$ cat src/rtl/drum_mult_pipe.sv
// Pipelined DRUM-style approximate (or per-transaction exact) unsigned multiplier.
// Latency 3 register stages; global stall: in_ready = !out_valid || out_ready, every stage holds when it is 0.
module drum_mult_pipe #(
    parameter int WIDTH = 16,
    parameter int K     = 6
) (
    input  logic                 clk,
    input  logic                 rst_n,
    input  logic                 in_valid,
    output logic                 in_ready,
    input  logic [WIDTH-1:0]     in_a,
    input  logic [WIDTH-1:0]     in_b,
    input  logic                 in_exact,
    output logic                 out_valid,
    input  logic                 out_ready,
    output logic [2*WIDTH-1:0]   out_p,
    output logic                 out_exact
);
    localparam int PW = 2 * WIDTH;
    localparam int LW = $clog2(WIDTH);
    localparam int SW = $clog2(PW);

    generate
        if (WIDTH < 4 || WIDTH > 64 || K < 3 || K > WIDTH - 1) begin : g_bad_param
            $error("drum_mult_pipe: illegal WIDTH/K combination");
        end
    endgenerate

    typedef struct packed {
        logic [WIDTH-1:0] a;
        logic [WIDTH-1:0] b;
        logic             exact;
        logic [LW-1:0]    pa;
        logic [LW-1:0]    pb;
        logic             za;
        logic             zb;
    } s1_t;

    typedef struct packed {
        logic [K-1:0]  seg;
        logic [SW-1:0] sh;
    } seg_t;

    function automatic logic [LW-1:0] lead_one(input logic [WIDTH-1:0] x);
        logic [LW-1:0] r;
        r = '0;
        for (int i = 0; i < WIDTH; i++) begin
            if (x[i]) r = LW'(i);
        end
        return r;
    endfunction

    // Operands below 2^K pass through untouched, which keeps small products exact.
    function automatic seg_t mk_seg(input logic [WIDTH-1:0] x, input logic [LW-1:0] p, input logic z);
        seg_t          r;
        logic [SW-1:0] sh;
        r  = '0;
        sh = SW'(p) - SW'(K - 1);
        if (z || (x >> K) == '0) begin
            r.seg = x[K-1:0];
            r.sh  = '0;
        end else begin
            r.seg = K'(x >> sh) | K'(1);
            r.sh  = sh;
        end
        return r;
    endfunction

    logic          advance;
    s1_t           s1_d, s1_q;
    logic          v1_q;
    seg_t          ga, gb;
    logic [PW-1:0] raw_d, raw_q;
    logic [SW-1:0] sh_d, sh_q;
    logic          ex2_q, v2_q;
    logic [PW-1:0] p_d, out_p_q;
    logic          out_valid_q, out_exact_q;

    assign advance  = !out_valid_q || out_ready;
    assign in_ready = advance;

    always_comb begin
        s1_d       = '0;
        s1_d.a     = in_a;
        s1_d.b     = in_b;
        s1_d.exact = in_exact;
        s1_d.pa    = lead_one(in_a);
        s1_d.pb    = lead_one(in_b);
        s1_d.za    = (in_a == '0);
        s1_d.zb    = (in_b == '0);
    end

    always_comb begin
        ga    = mk_seg(s1_q.a, s1_q.pa, s1_q.za);
        gb    = mk_seg(s1_q.b, s1_q.pb, s1_q.zb);
        sh_d  = ga.sh + gb.sh;
        raw_d = s1_q.exact ? ({{WIDTH{1'b0}}, s1_q.a} * {{WIDTH{1'b0}}, s1_q.b})
                           : PW'({{K{1'b0}}, ga.seg} * {{K{1'b0}}, gb.seg});
    end

    always_comb begin
        p_d = ex2_q ? raw_q : (raw_q << sh_q);
    end

    always_ff @(posedge clk or negedge rst_n) begin
        if (!rst_n) begin
            s1_q        <= '0;
            v1_q        <= 1'b0;
            raw_q       <= '0;
            sh_q        <= '0;
            ex2_q       <= 1'b0;
            v2_q        <= 1'b0;
            out_p_q     <= '0;
            out_exact_q <= 1'b0;
            out_valid_q <= 1'b0;
        end else if (advance) begin
            v1_q        <= in_valid;
            s1_q        <= s1_d;
            v2_q        <= v1_q;
            raw_q       <= raw_d;
            sh_q        <= sh_d;
            ex2_q       <= s1_q.exact;
            out_valid_q <= v2_q;
            // Bubbles leave the last result on out_p instead of loading garbage.
            if (v2_q) begin
                out_p_q     <= p_d;
                out_exact_q <= ex2_q;
            end
        end
    end

    assign out_valid = out_valid_q;
    assign out_p     = out_p_q;
    assign out_exact = out_exact_q;

endmodule

$ cat config.mk
export PLATFORM = sky130hd
export DESIGN_NAME = drum_mult_pipe
export DESIGN_NICKNAME = d
export VERILOG_FILES = /design/src/rtl/drum_mult_pipe.sv
export SDC_FILE = /design/constraint.sdc
export NUM_CORES = 1
export LEC_CHECK = 0
export CORE_MARGIN = 2
export CORE_UTILIZATION = 35
export CTS_BUF_LIST = sky130_fd_sc_hd__clkbuf_8
export DETAILED_ROUTE_END_ITERATION = 6
export HOLD_SLACK_MARGIN = 0.1
export PLACE_DENSITY = 0.57
export REMOVE_ABC_BUFFERS = 1
export SLEW_MARGIN = 5
export SYNTH_ARGS = -nofsm -noshare
export SYNTH_HDL_FRONTEND = slang
export SYNTH_SLANG_ARGS = --single-unit
$ cat constraint.sdc
create_clock -name clk -period 13.62 [get_ports clk]
set_input_delay 2.043 -clock clk [delete_from_list [all_inputs] [get_ports clk]]
set_output_delay 2.043 -clock clk [all_outputs]
set_load 0.01 [all_outputs]
## Word-level counts from Yosys, hierarchy flattened

Index checks and enable logic that the tools add are counted.
Widths: inputs -> output; s select.

- Flip-flop bits (word level): 117
- Latch bits: 0
- RAM bits: 0
- Bits in read-only memories: 0
- Input bits: 37
- Word-level logic and storage cells: 66
- Memories kept: 0

- $add $sub $neg: 3
- Multiply operators: 2
- Divide/modulo/power cells: 0
- Order comparisons: 0
- Equal/unequal tests: 0
- Shifts and indexed selects: 3
- Muxes and demuxes: 34
- Bitwise operators: 0
- Reductions and logical operators: 9

Operators by type and width:

| kind | count |
|---|---|
| $mux 4 | 23 |
| $logic_not 16->1 | 4 |
| $mux 32 | 2 |
| $mul 16x16->32 | 1 |
| $shl 32x5->32 | 1 |
| $shr 16x5->6 | 2 |
| $mux 11 | 2 |
| $mul 6x6->12 | 1 |
| $sub 4x3->5 const B | 2 |
| $mux 3 | 3 |
| $add 5x5->5 | 1 |
| $mux 2 | 2 |
| $logic_or 1x1->1 | 3 |
| $mux 1 | 2 |
| $reduce_and 2->1 | 1 |
| $logic_not 1->1 | 1 |

## Logic depth before layout (Yosys ltp)

Gate-level depths: netlist (run 1).

- Depth after elaboration: 15
- Depth in mapped cells: 26
- Gate-level depth less buffers: 23

## Worst setup path before layout (run 1)

OpenSTA, ideal clock, no wires.

- Path type: register to register
- From: reg s1_q[38] in the netlist's numbering
- To: reg raw_q[31]
- Arrival: 5.774 ns
- Data required time: 13.483 ns
- Path slack: 7.710 ns
- Cell stages (with the launch flop): 22
- Period minus slack after synthesis: 5.910 ns
- Cells stage by stage: dfrtp_1 clkbuf_1 clkbuf_1 nand2_1 fa_1 fa_1 fa_1 inv_1 fa_1 fa_1 inv_1 fa_1 inv_1 ha_1 clkbuf_1 a21o_1 a311o_1 o22ai_1 o41a_1 o221ai_1 xnor2_1 o22ai_1

- Longest elaborated chain between the ends: 2

Ends and longest elaborated chain:

| element | line | source |
|---|---|---|
| from (decl) | 70 | `s1_t s1_d, s1_q;` |
| from (signal assigned) | 107 | `s1_q <= '0;` |
| from (signal assigned) | 118 | `s1_q <= s1_d;` |
| $mul 16x16->32 | 97 | `raw_d = s1_q.exact ? ({{WIDTH{1'b0}}, s1_q.a} * {{WIDTH{1'b0}}, s1_q.b})` |
| $mux 32 | 97 |  |
| to (signal assigned) | 120 | `raw_q <= raw_d;` |
| to (decl) | 73 | `logic [PW-1:0] raw_d, raw_q;` |

No other way between the ends.
A chain may end at the register's enable or synchronous reset.

## Worst setup path in the final report (run 1)

- From: reg s1_q[2] in the netlist's numbering
- To: reg raw_q[11]

- Longest elaborated chain between the ends: 5

Ends and longest elaborated chain:

| element | line | source |
|---|---|---|
| $sub 4x3->5 | 58 | `sh = SW'(p) - SW'(K - 1);` |
| $shr 16x5->6 | 63 | `r.seg = K'(x >> sh) \| K'(1);` |
| $mux 11 | 59 | `if (z \|\| (x >> K) == '0) begin` |
| $mul 6x6->12 | 98 | `: PW'({{K{1'b0}}, ga.seg} * {{K{1'b0}}, gb.seg});` |
| $mux 32 | 97 |  |

No other way between the ends.

==> results of run 1 <==
==> cells by family (layout without fill, tap and decap cells) <==
kind of cell / count (synthesis) / in the layout / share of synthesized area (%)
xor+xnor: 45 / 45 / 2.48
fa+ha+maj: 342 / 342 / 34.0
mux: 115 / 115 / 8.64
simple gates: 679 / 679 / 17.7
buf+inv: 411 / 401 / 9.08
compound gates: 301 / 301 / 11.2
flops: 117 / 117 / 16.9
==> sequential cells by signal, summed over array words and instances, names as in the netlist <==
| register | count |
|---|---|
| raw_q | 32 |
| v2_q | 1 |
| s1_q | 43 |
| out_p | 32 |
| ex2_q | 1 |
| sh_q | 5 |
| out_valid | 1 |
| v1_q | 1 |
| out_exact | 1 |
==> path summary, 6_finish.rpt <==
check	startpoint	endpoint	depth (start not counted)
setup reg to reg	s1_q[2]	raw_q[11]	19
min in group asynchronous	rst_n	sh_q[4]	1
hold reg to reg	out_p[19]	out_p[19]	2
max in group asynchronous	rst_n	s1_q[6]	3
setup / recovery	s1_q[2]	raw_q[11]	19
hold / removal	out_p[19]	out_p[19]	2
==> worst max-delay path: cells and delay by family (launching register included) <==
| family | cells | cell delay (ps) |
|---|---|---|
| simple gates | 2 | 310 |
| mux | 1 | 420 |
| compound gates | 7 | 1690 |
| flops | 1 | 810 |
| fa+ha+maj | 5 | 2020 |
| buf+inv | 2 | 220 |
| xor+xnor | 2 | 1080 |
==> area by class of cell <==
type,instances,area (um2)
clock inverter,14,184
sequential,117,2930
fill,5040,30000
timing repair buffer,88,836
multi-input combinational,1482,12800
inverter,281,1050
clock buffer,18,248
tap,664,831
==> metrics by stage <==
| stage | utilization, % | std cells | hold slack (ps) |
|---|---|---|---|
| after global routing | 38.6 | 2664 | 495 |
| after floorplan | - | 1880 | 439 |
| after CTS | 38.6 | 2664 | 484 |
| final | 38.6 | 2664 | 477 |
| after detailed placement | 37.7 | 2632 | 469 |
| after global placement | 37.7 | 2632 | 456 |
==> per-layer routing <==
| layer | part of all wire [%] | vias up | track usage, % |
|---|---|---|---|
| met5 | 0 | - | 0 |
| met4 | 1.9 | 0 | 4.90 |
| met3 | 5.1 | 68 | 2.55 |
| met2 | 45 | 388 | 30.2 |
| met1 | 48 | 6820 | 27.6 |
| li1 | - | 6461 | - |
==> cells in the mapped netlist (all sizes together), types with 28 or more instances <==
library cell	count	area [um2]
nand2	346	1300
inv	280	1050
fa	212	4240
ha	130	1630
nor2	125	469
and2	118	738
dfrtp	117	2930
clkbuf	108	409
o21ai	89	449
a21oi	72	364
mux2i	70	701
xnor2	28	272
==> summary.md, run 1 <==
| Metric | Value |
|---|---|
| Status | completed |
| Slowest cell on crit path | xor2_1 |
| EDFF count, synth | 0 |
| Ant diodes | 0 |
| Initial Utilization | 35.4% |
| WL/cell | 17.6 um |
| Crit start category | flop |
| WP data required | 14,000 ps |
| Synthesis Warnings | 0 |
| Clock Skews | 29.1 ps |
| Critical-path cell list | inv_1 -> ha_1 -> xor2_1 -> mux4_2 -> a221oi_1 -> a31oi_1 -> a22oi_1 -> or2_2 -> fa_1 -> fa_1 -> fa_1 -> inv_1 -> ha_1 -> a21o_1 -> a211oi_1 -> nor2_1 -> o41ai_1 -> xnor2_1 -> a21oi_1 |
| Fraction of final layout cells sized beyond drive strength 1 | 5.50% |
| Root buffer cell | clkbuf_8 |
| CP peak stage delay | 900 ps |
| Max-cap viol count | 0 |
| #FFs+latches synth | 117 |
| Vias in the first global route | 14,300 |
| DP HPWL | 35.3 mm |
| CP Capture Type | flop |
| Synth-to-layout area growth | 9.21% |
| Htree depth | 4 |
| Max frequency | 150 MHz |
| Critical Path AT | 7050 ps |
| ANT nets after route | 0 |
| R2r setup slk | 6950 ps |
| Die Area | 0.0512 mm2 |
| Period minus WS final | 6670 ps |
| Die width | 226 um |
| Hold WC Path Type | reg -> reg |
| Largest net degree at the start of global routing | 57 |
| Final Cycle Share | 49.0% |
| Max_slew headroom | 23.7% |
| GRT Total Usage | 19.1% |
| Hold Fails Final Rpt | 0 |
| Slew at the pin closest to its max-slew limit | 1140 ps |
| Worst-skew pair later-pin latency | 510 ps |
| Bufs on Longest Clock Path | 2 |
| # hold bufs at CTS | 0 |
| DR DRC count | 0 |
| Global-route wire length before repair | 77.5 mm |
| Post-synth cell types | 70 |
| Antenna violations before repair | 0 |
| Number of core rows | 81 |
| RSZ-0062 raised after global routing | false |
| Commonest cells after routing, fill and taps aside | nand2_1 (346), inv_1 (282), fa_1 (212), ha_1 (130), nor2_1 (125) |
| DP Worst Slack | 7020 ps |
| Max-slew violations | 0 |
| FFs w/ async S/R, synth | 100% |
| Die Ht | 226 um |
| Crit path top cell by count | fa_1 |
| Sequential fraction of the synthesis area | 16.9% |
| Fin area | 0.0189 mm2 |
| Critical setup path kind | reg -> reg |
| Final WS setup | 6950 ps |
| Prevailing post-synth register cell | dfrtp_1 |
| Nets@finish | 2,366 |
| Grt total ovfl | 0 |
| Max FO, Critical Path | 16 |
| IO Port Bufs | 71 |
| IO Pins | 72 |
| Most common cell after layout, fill and taps aside | nand2_1 |
| CTS tree | built |
| Final count of negative-setup-slack endpoints | 0 |
| CTS resizes | 0 |
| Syn_area_per_cell | 8.60 um2 |
| Clk slew on worst S/H paths | 80 ps |
| Fin Setup TNS | 0 ps |
| DR vias/cell | 5.16 |
| Via Count | 13,700 |
| Starting DRT DRC Count | 956 |
| Mapped Area | 0.0173 mm2 |
| Post-Route WL | 46.9 mm |
| Core ar. | 0.0488 mm2 |
| CTS Buf Count | 17 |
| Clk sinks | 117 |
| Post-DP Area | 0.0184 mm2 |
| GP Congestion | 0.860 |
| Post-CTS Setup Repair Bufs | 0 |
| DR pass1 iterations | 6 |
| Post-Syn Instances | 2,010 |
Power of run 1 is left out: the tool's default activity adds up to more than one toggle a clock period on the data nets, which glitch-free logic cannot reach.
==> inputs of run 2 (changes only) <==
- PLACE_DENSITY: 0.57 -> 0.59
- clock period: 13.62 -> 5.4 ns (I/O delays scaled with it)
==> run 2 against run 1 <==
The flow now finishes with violations (negative setup slack). Setup slack lost 7100 ps. Non-clock buffer count grew 225. Die area is the same. Via count grew 6.0%. Highest routed layer unchanged.
==> summary.md, run 2 (synthesis results as in run 1) <==
| Metric | Value |
|---|---|
| Status | complete, but fails checks |
| Failing checks | negative setup slack |
| Ant diodes | 0 (unchanged) |
| Core ar. | 0.0488 mm2 (unchanged) |
| Max FO, Critical Path | 6 (-10) |
| CP Capture Type | flop |
| Die Area | 0.0512 mm2 (unchanged) |
| DR DRC count | 0 (unchanged) |
| Max-slew violations | 0 (unchanged) |
| Htree depth | 4 (unchanged) |
| Max frequency | 179 MHz (+20%) |
| Starting DRT DRC Count | 797 (-17%) |
| Crit start category | flop |
| Hold Fails Final Rpt | 0 (unchanged) |
| Fillers | 4,788 (-5.0%) |
| Clk slew on worst S/H paths | 80 ps (about the same) |
| R2r setup slk | -180 ps (-7130 ps) |
| Final Cycle Share | 103% (+54 points) |
| Clk sinks | 117 (unchanged) |
| CTS Buf Count | 17 (unchanged) |
| IO Pins | 72 (unchanged) |
| CTS tree | built |
| ANT nets after route | 0 (unchanged) |
| Max_slew headroom | 37.3% (+14 points) |
| Bufs on Longest Clock Path | 2 (unchanged) |
| Fraction of final layout cells sized beyond drive strength 1 | 20.9% (+15 points) |
| Largest net degree at the start of global routing | 60 (+5.3%) |
| Worst-skew pair later-pin latency | 520 ps (about the same) |
| WP data required | 5770 ps (-8230 ps) |
| # hold bufs at CTS | 0 (unchanged) |
| Worst setup startpoint | s1_q[36] |
| Synth-to-layout area growth | 23.7% |
| FF-to-FF Start | s1_q[36] |
| Root buffer cell | clkbuf_8 |
| RR Endpoint | raw_q[30] |
| GRT Total Usage | 19.7% (+0.60 points) |
| Biggest register | s1_q |
| DR pass1 iterations | 5 (-1) |
| Period minus WS final | 5580 ps (-1090 ps) |
| Register-to-Register Path Depth | 19 (unchanged) |
| IO Port Bufs | 71 (unchanged) |
| Max FFs per register | 43 (unchanged) |
| Number of core rows | 81 (unchanged) |
| Commonest cells after routing, fill and taps aside | nand2_1 (337), inv_1 (268), buf_4 (218), fa_1 (204), nor2_1 (120) |
| Critical setup path kind | reg -> reg |
| Grt total ovfl | 0 (unchanged) |
| Global-route wire length before repair | 79.8 mm (+2.9%) |
| Most common cell after layout, fill and taps aside | nand2_1 |
| Die Ht | 226 um (unchanged) |
| Post-DP Area | 0.0199 mm2 (+8.0%) |
| Hold WC Path Type | in -> async |
| DR vias/cell | 5.04 (-2.3%) |
| Final WS setup | -176 ps (-7130 ps) |
| GP Congestion | 0.873 (+1.4%) |
| WL/cell | 17.0 um (-3.6%) |
| Slew at the pin closest to its max-slew limit | 937 ps (-203 ps) |
| RSZ-0062 raised after global routing | true |
| Initial Utilization | 35.4% (unchanged) |
| Max-cap viol count | 0 (unchanged) |
| Post-Route WL | 49.0 mm (+4.6%) |
| Antenna violations before repair | 0 (unchanged) |
| Fin area | 0.0214 mm2 (+13%) |
| Fin cells | 2,889 (+8.4%) |
| Critical Path AT | 5950 ps (-1100 ps) |
| Core Util, Final | 43.8% (+5.1 points) |
| Clock Skews | 28.3 ps (-0.767 ps) |
| Vias in the first global route | 15,000 (+5.2%) |
| DP HPWL | 39.1 mm (+11%) |
| Worst setup endpoint | raw_q[30] |
| Die width | 226 um (unchanged) |
| Cells after DPL | 2,821 (+7.2%) |
| Nets@finish | 2,591 (+9.5%) |
| Final count of negative-setup-slack endpoints | 16 (+16) |
| Via Count | 14,600 (+6.0%) |
| DP Worst Slack | -500 ps (-7520 ps) |
==> run 2: cell count changes in the layout (fill, tap and decap cells not counted), moves of 11 or more <==
cell,change
buf_6,+18
inv_1,-14
a21oi_1,-12
inv_2,+11
buf_4,+200
ha_4,+14
dfrtp_2,+20
ha_1,-15
dfrtp_1,-20
==> run 2: cell type report <==
| type | instances | area [um2] | area share (%) |
|---|---|---|---|
| Clock inverter | 14 | 174 | 0.814 |
| Timing Repair Buffer | 313 | 2680 | 12.5 |
| Clock buffer | 18 | 248 | 1.16 |
| Sequential cell | 117 | 2950 | 13.8 |
| Tap cell | 664 | 831 | 3.89 |
| Inverter | 281 | 1050 | 4.93 |
| Multi-Input combinational cell | 1482 | 13400 | 62.9 |
==> run 2: what timing repair did <==
action / 4_1_cts / 5_1_grt
hold endpoints to repair: 0 / 0
endpoints found under the setup margin: 22 / 23
pin swaps: 57 / 45
gates resized for setup: 110 / 70
buffers inserted: 21 / 15
==> run 2: worst min path at each step <==
stage,startpoint,endpoint,slack [ps],cells after the start
final,rst_n,out_p[28],140,1
after global routing,rst_n,out_p[29],140,1
after CTS,rst_n,out_p[31],120,1
after detailed placement,out_exact,out_exact,470,2
after global placement,out_exact,out_exact,460,2
after floorplan,v1_q,v1_q,440,2
==> run 2: layer usage <==
metal	part of all wire (%)	vias to the layer above	track usage (%)
met3	4.3	61	2.56
li1	-	6912	-
met5	0	-	0
met4	1.9	0	5.31
met2	48	339	32.6
met1	46	7247	27.2
==> run 2: critical path, stage by stage, from the launching register on <==
cell       delay, ps
dfrtp_2          480
buf_4            190
buf_4            160
and2_1           170
fa_1             480
fa_1             520
inv_1             50
fa_1             480
inv_1             50
fa_1             510
fa_1             440
ha_1             290
ha_1             300
a21oi_1          150
o21ai_0          200
a2111oi_1        420
nor2_1           110
a211oi_2         190
xor2_1           170
o21ai_0           90
==> run 2: stage by stage <==
| step | setup TNS [ps] | hold WS [ps] |
|---|---|---|
| 2_1_floorplan | -125780 | 439 |
| 3_3_place_gp | -4830 | 460 |
| 3_5_place_dp | -6060 | 468 |
| 4_1_cts | -905 | 125 |
| 5_1_grt | -4970 | 141 |
| 6_report | -1370 | 140 |
Power of run 2 is left out for the same reason.
==> edit 1, RTL diff (flow settings as in run 2) <==
Set the parameter `WIDTH` to 8 (it was 16).
--- a/src/rtl/drum_mult_pipe.sv
+++ b/src/rtl/drum_mult_pipe.sv
@@ -2,5 +2,5 @@
 // Latency 3 register stages; global stall: in_ready = !out_valid || out_ready, every stage holds when it is 0.
 module drum_mult_pipe #(
-    parameter int WIDTH = 16,
+    parameter int WIDTH = 8,
     parameter int K     = 6
 ) (
Interface: changed (resized in_a, in_b and out_p); port bits go from 72 to 40. No check against the original RTL was run, so the function may have changed too.
==> edit 1 against run 2 <==
Final cell count fell by 61%; sequential cell count fell by 51; utilization fell by 3.5 points; wire length fell by 67%; worst setup slack improved by 0.53 ns; synthesized area fell by 59%; cell area fell by 62%.
Power is not shown: default switching activity piles up to over one toggle a cycle in this logic, so the estimate is an artifact.
==> edit 1: results (changes against run 2) <==
The maximum fanout encountered on the critical timing path works out to 13 (+7). The commonest cells after synthesis are 115 x sky130_fd_sc_hd__nand2_1, 99 x sky130_fd_sc_hd__inv_1, 66 x sky130_fd_sc_hd__dfrtp_1. The logs give 0.894 (+2.4%) for the global placer's final weighted congestion and 26.0% (-6.6 points) for the met2 layer usage reported by global route. For the total met3 wirelength after detailed routing, the log shows 470 um (-77%).

The sum of met2 wire segment lengths after detailed routing was 7330 um (-69%); the clock latency reported for the late side of the worst-skew pair was 0.38 ns (-0.14 ns). Mean cell area of the mapped netlist: 8.52 um2 (-0.91%). The logs give 7860 um2 (-61%) for the instance area after placement and 0.0188 ns (-0.00954 ns) for the setup skew after layout.

The run gives 1002 (-61%) as the net count of the finished layout. The flow ran to the end, and the final reports show no timing, DRC or antenna violations. The routing usage on met3 is 2.42% (-0.14 points).

The worst register-to-register path begins at s1_q[15]$_DFFE_PN0N_. The wire length of the first global-routing pass was 27900 um (-65%). The number of global-route vias before repair came out at 5482 (-63%). The number of fill cells is 2068 (-57%). The ratio of routed vias to standard cells came out at 4.89 (-3.0%).

The overall fraction of global-route tracks in use came out at 16.0% (-3.7 points). The count of cell types in the netlist is 52 (-26%), and the count of buffers from port buffering is 39 (-45%). For the count of H-tree levels built during CTS, the log shows 3 (-1). The pin slew with the least headroom to its limit was 0.876 ns (-0.0612 ns). The arrival time reported for the critical path endpoint was 5.35 ns (-0.60 ns); the number of flip-flops in the largest register was 25 (-42%). The class of the tightest hold or removal check was flop to flop.
## edit 1: cell count changes after synthesis, sizes merged, moves of 17 or more
cell / run 2 / this run
o21ai: 89 / 48
nand2: 346 / 115
xnor2: 28 / 11
and2: 118 / 48
nor2: 125 / 59
ha: 130 / 61
inv: 280 / 100
clkbuf: 108 / 32
a21oi: 72 / 35
mux4: 25 / 6
mux2i: 70 / 31
a221oi: 19 / 1
dfrtp: 117 / 66
fa: 212 / 54
## edit 1: critical path: stages, from the launching register on
cell,delay [ns]
sky130_fd_sc_hd__dfrtp_1,0.65
sky130_fd_sc_hd__nor2b_1,0.30
sky130_fd_sc_hd__a21oi_1,0.13
sky130_fd_sc_hd__nor4_1,0.25
sky130_fd_sc_hd__a21oi_1,0.18
sky130_fd_sc_hd__or2_2,0.38
sky130_fd_sc_hd__fa_1,0.51
sky130_fd_sc_hd__fa_1,0.52
sky130_fd_sc_hd__fa_1,0.54
sky130_fd_sc_hd__inv_1,0.05
sky130_fd_sc_hd__ha_1,0.37
sky130_fd_sc_hd__a211oi_2,0.29
sky130_fd_sc_hd__nor2_1,0.08
sky130_fd_sc_hd__o21ai_0,0.23
sky130_fd_sc_hd__mux2i_1,0.21
sky130_fd_sc_hd__nor4_1,0.07
sky130_fd_sc_hd__a211oi_1,0.22
## edit 1: cell families after synthesis
group / Yosys count / synth area share, %
XOR/XNOR: 18 / 2.21
buffers and inverters: 145 / 7.84
multiplexers: 48 / 8.08
AO/OA/AOI/OAI: 155 / 13.7
flip-flops: 66 / 23.1
AND/OR/NAND/NOR: 291 / 19.2
adder cells (fa/ha/maj): 115 / 25.8
## edit 1: area by class of cell
cell class	instances	area [um2]	area share [%]
flip-flops and latches	66	1650	20.4
clock buffers	10	138	1.70
repair buffers	62	558	6.89
well taps	270	338	4.17
inverters	100	375	4.64
multi-input cells	627	5000	61.7
clock inverters	6	41.3	0.510
## edit 1: path summary, 6_finish.rpt
| check | endpoint | slack [ns] | depth (start not counted) |
|---|---|---|---|
| min | v1_q$_DFFE_PN0N_ | 0.47 | 2 |
| min in group asynchronous | sh_q[2]$_DFFE_PN0N_ | 0.62 | 2 |
| max in group asynchronous | s1_q[23]$_DFFE_PN0N_ | 4.22 | 2 |
| max reg2reg | raw_q[11]$_DFFE_PN0N_ | 0.35 | 16 |
| min reg2reg | v1_q$_DFFE_PN0N_ | 0.47 | 2 |
| max | raw_q[11]$_DFFE_PN0N_ | 0.35 | 16 |
## edit 1: timing repair
action / 4_1_cts / 5_1_grt
buffers inserted: 0 / 0
gates resized for setup: 0 / 12
hold buffers: 0 / 0
setup endpoints to repair: 0 / 5
==> edit 2, RTL diff (settings of run 2) <==
Without the edit above. Make the reset (`rst_n`) synchronous in one clocked block.
--- a/src/rtl/drum_mult_pipe.sv
+++ b/src/rtl/drum_mult_pipe.sv
@@ -103,5 +103,5 @@
     end
 
-    always_ff @(posedge clk or negedge rst_n) begin
+    always_ff @(posedge clk) begin
         if (!rst_n) begin
             s1_q        <= '0;
Check against the original RTL: not equivalent (Yosys sat finds a counterexample within 4 cycles, from zero or initial values and one cycle with rst_n low; the reset may be asserted at any time).
==> edit 2 against run 2 <==
The flow still finishes with violations (setup timing); fmax down 1.8%; sequential cell count unchanged; cell area down 0.35%; worst setup slack worse by 0.10 ns; synthesized area up 0.73%; wire length up 7.1%; largest cell class unchanged.
Power is left out: it rests on default switching activity, and per cell area and clock period it moved more than threefold.
==> edit 2: results (changes against run 2) <==
Mux contribution to synthesized area: 9.74% (+1.1 points). Most used flip-flop cell after synthesis: sky130_fd_sc_hd__dfxtp_1. Arrival time reported for the critical path endpoint: 6.12 ns (+0.17 ns).

The register clock-pin slew on the reported worst setup and hold paths was 0.11 ns (+0.03 ns). The ratio of routed vias to standard cells was 5.20 (+3.1%); the pin slew with the least headroom to its limit was 1.10 ns (+0.159 ns). The worst setup slack before clock tree synthesis is -0.627 ns (-0.127 ns).

The maximum fanout encountered on the critical timing path was 5 (-1); the post-synthesis share of cell area spent on full adders, half adders and majority gates was 33.7% (-0.25 points). The checks that failed: setup timing. The number of global-route vias before repair was 15600 (+4.2%). The mean cell area of the mapped netlist was 8.67 um2 (+0.83%). Counting instances in the post-synthesis netlist gives the leading cell types as 307 x sky130_fd_sc_hd__nand2_1, 271 x sky130_fd_sc_hd__inv_1, 212 x sky130_fd_sc_hd__fa_1. The sum of met2 wire segment lengths after detailed routing was 25400 um (+8.6%). The total met3 wirelength after detailed routing came out at 2560 um (+23%). The startpoint identified for the worst register-to-register timing path is s1_q[35]$_SDFFE_PN0N_. The xor and xnor area share after synthesis works out to 2.19% (-0.28 points).

Sum of negative setup slack: -3.01 ns (-1.64 ns). For the number of design-rule violations left by the first detailed-router iteration, the log shows 1038 (+30%). The post-synthesis async set-or-reset flop share is 0% (-100 points). The worst reg2reg path depth came out at 25 (+6).

The number of antenna violations at the first check in global routing was 1 (+1). The maximum number of pins on one net before global-route repair was 56 (-6.7%). The routed metal-1 wirelength was 23500 um (+4.1%); the routing usage on met3 was 2.89% (+0.33 points).

For the global routing usage on met1, the log shows 28.5% (+1.3 points). The run finished, with violations left. Tracing the worst setup path back leads to its startpoint at s1_q[35]$_SDFFE_PN0N_. The logs give 16 (unchanged) for the count of endpoints failing setup in the final report and 0.0323 ns (+0.00398 ns) for the setup skew after layout. The post-CTS setup buffer count was 19 (-9.5%). Average detailed-routed wire length per instance: 18.3 um (+7.7%). The number of gates resized after CTS is 148 (+35%), and the net count of the finished layout is 2576 (-0.58%). The timing endpoint of the critical path was raw_q[16]$_SDFFE_PN0N_.

The global placer's final weighted congestion is 0.906 (+3.8%). The setup slack after layout came out at -0.276 ns (-0.100 ns). The tools report the number of detailed-route iterations in the first pass as 5 (unchanged).

The overall fraction of global-route tracks in use is 21.3% (+1.5 points).
-- edit 2: cell types whose count changed after synthesis, moves of 11 or more --
cell	delta
sky130_fd_sc_hd__a21oi_1	-11
sky130_fd_sc_hd__nor3b_1	+14
sky130_fd_sc_hd__nor2_1	-40
sky130_fd_sc_hd__dfxtp_1	+117
sky130_fd_sc_hd__o211a_1	+15
sky130_fd_sc_hd__a21boi_0	+48
sky130_fd_sc_hd__o21ai_0	-21
sky130_fd_sc_hd__mux2i_1	-18
sky130_fd_sc_hd__dfrtp_1	-117
sky130_fd_sc_hd__nand2_1	-39
sky130_fd_sc_hd__nor2b_1	+12
sky130_fd_sc_hd__mux4_2	+16
-- edit 2: area by class of cell --
class,instances,area [um2],area share [%]
inverters,272,1020,4.79
flip-flops and latches,117,2410,11.3
clock buffers,17,234,1.10
repair buffers,312,2680,12.6
multi-input cells,1477,14000,65.5
clock inverters,15,169,0.793
well taps,664,831,3.90
-- edit 2: how the worst min path moves through the flow --
stage	startpoint	endpoint	slack [ns]	cells past startpoint
6_report	out_p[27]$_SDFFE_PN0P_	out_p[27]$_SDFFE_PN0P_	0.46	2
3_5_place_dp	out_p[30]$_SDFFE_PN0P_	out_p[30]$_SDFFE_PN0P_	0.45	2
2_1_floorplan	raw_q[31]$_SDFFE_PN0N_	raw_q[31]$_SDFFE_PN0N_	0.43	2
5_1_grt	out_p[25]$_SDFFE_PN0P_	out_p[25]$_SDFFE_PN0P_	0.49	2
3_3_place_gp	out_p[30]$_SDFFE_PN0P_	out_p[30]$_SDFFE_PN0P_	0.44	2
4_1_cts	out_p[30]$_SDFFE_PN0P_	out_p[30]$_SDFFE_PN0P_	0.47	2
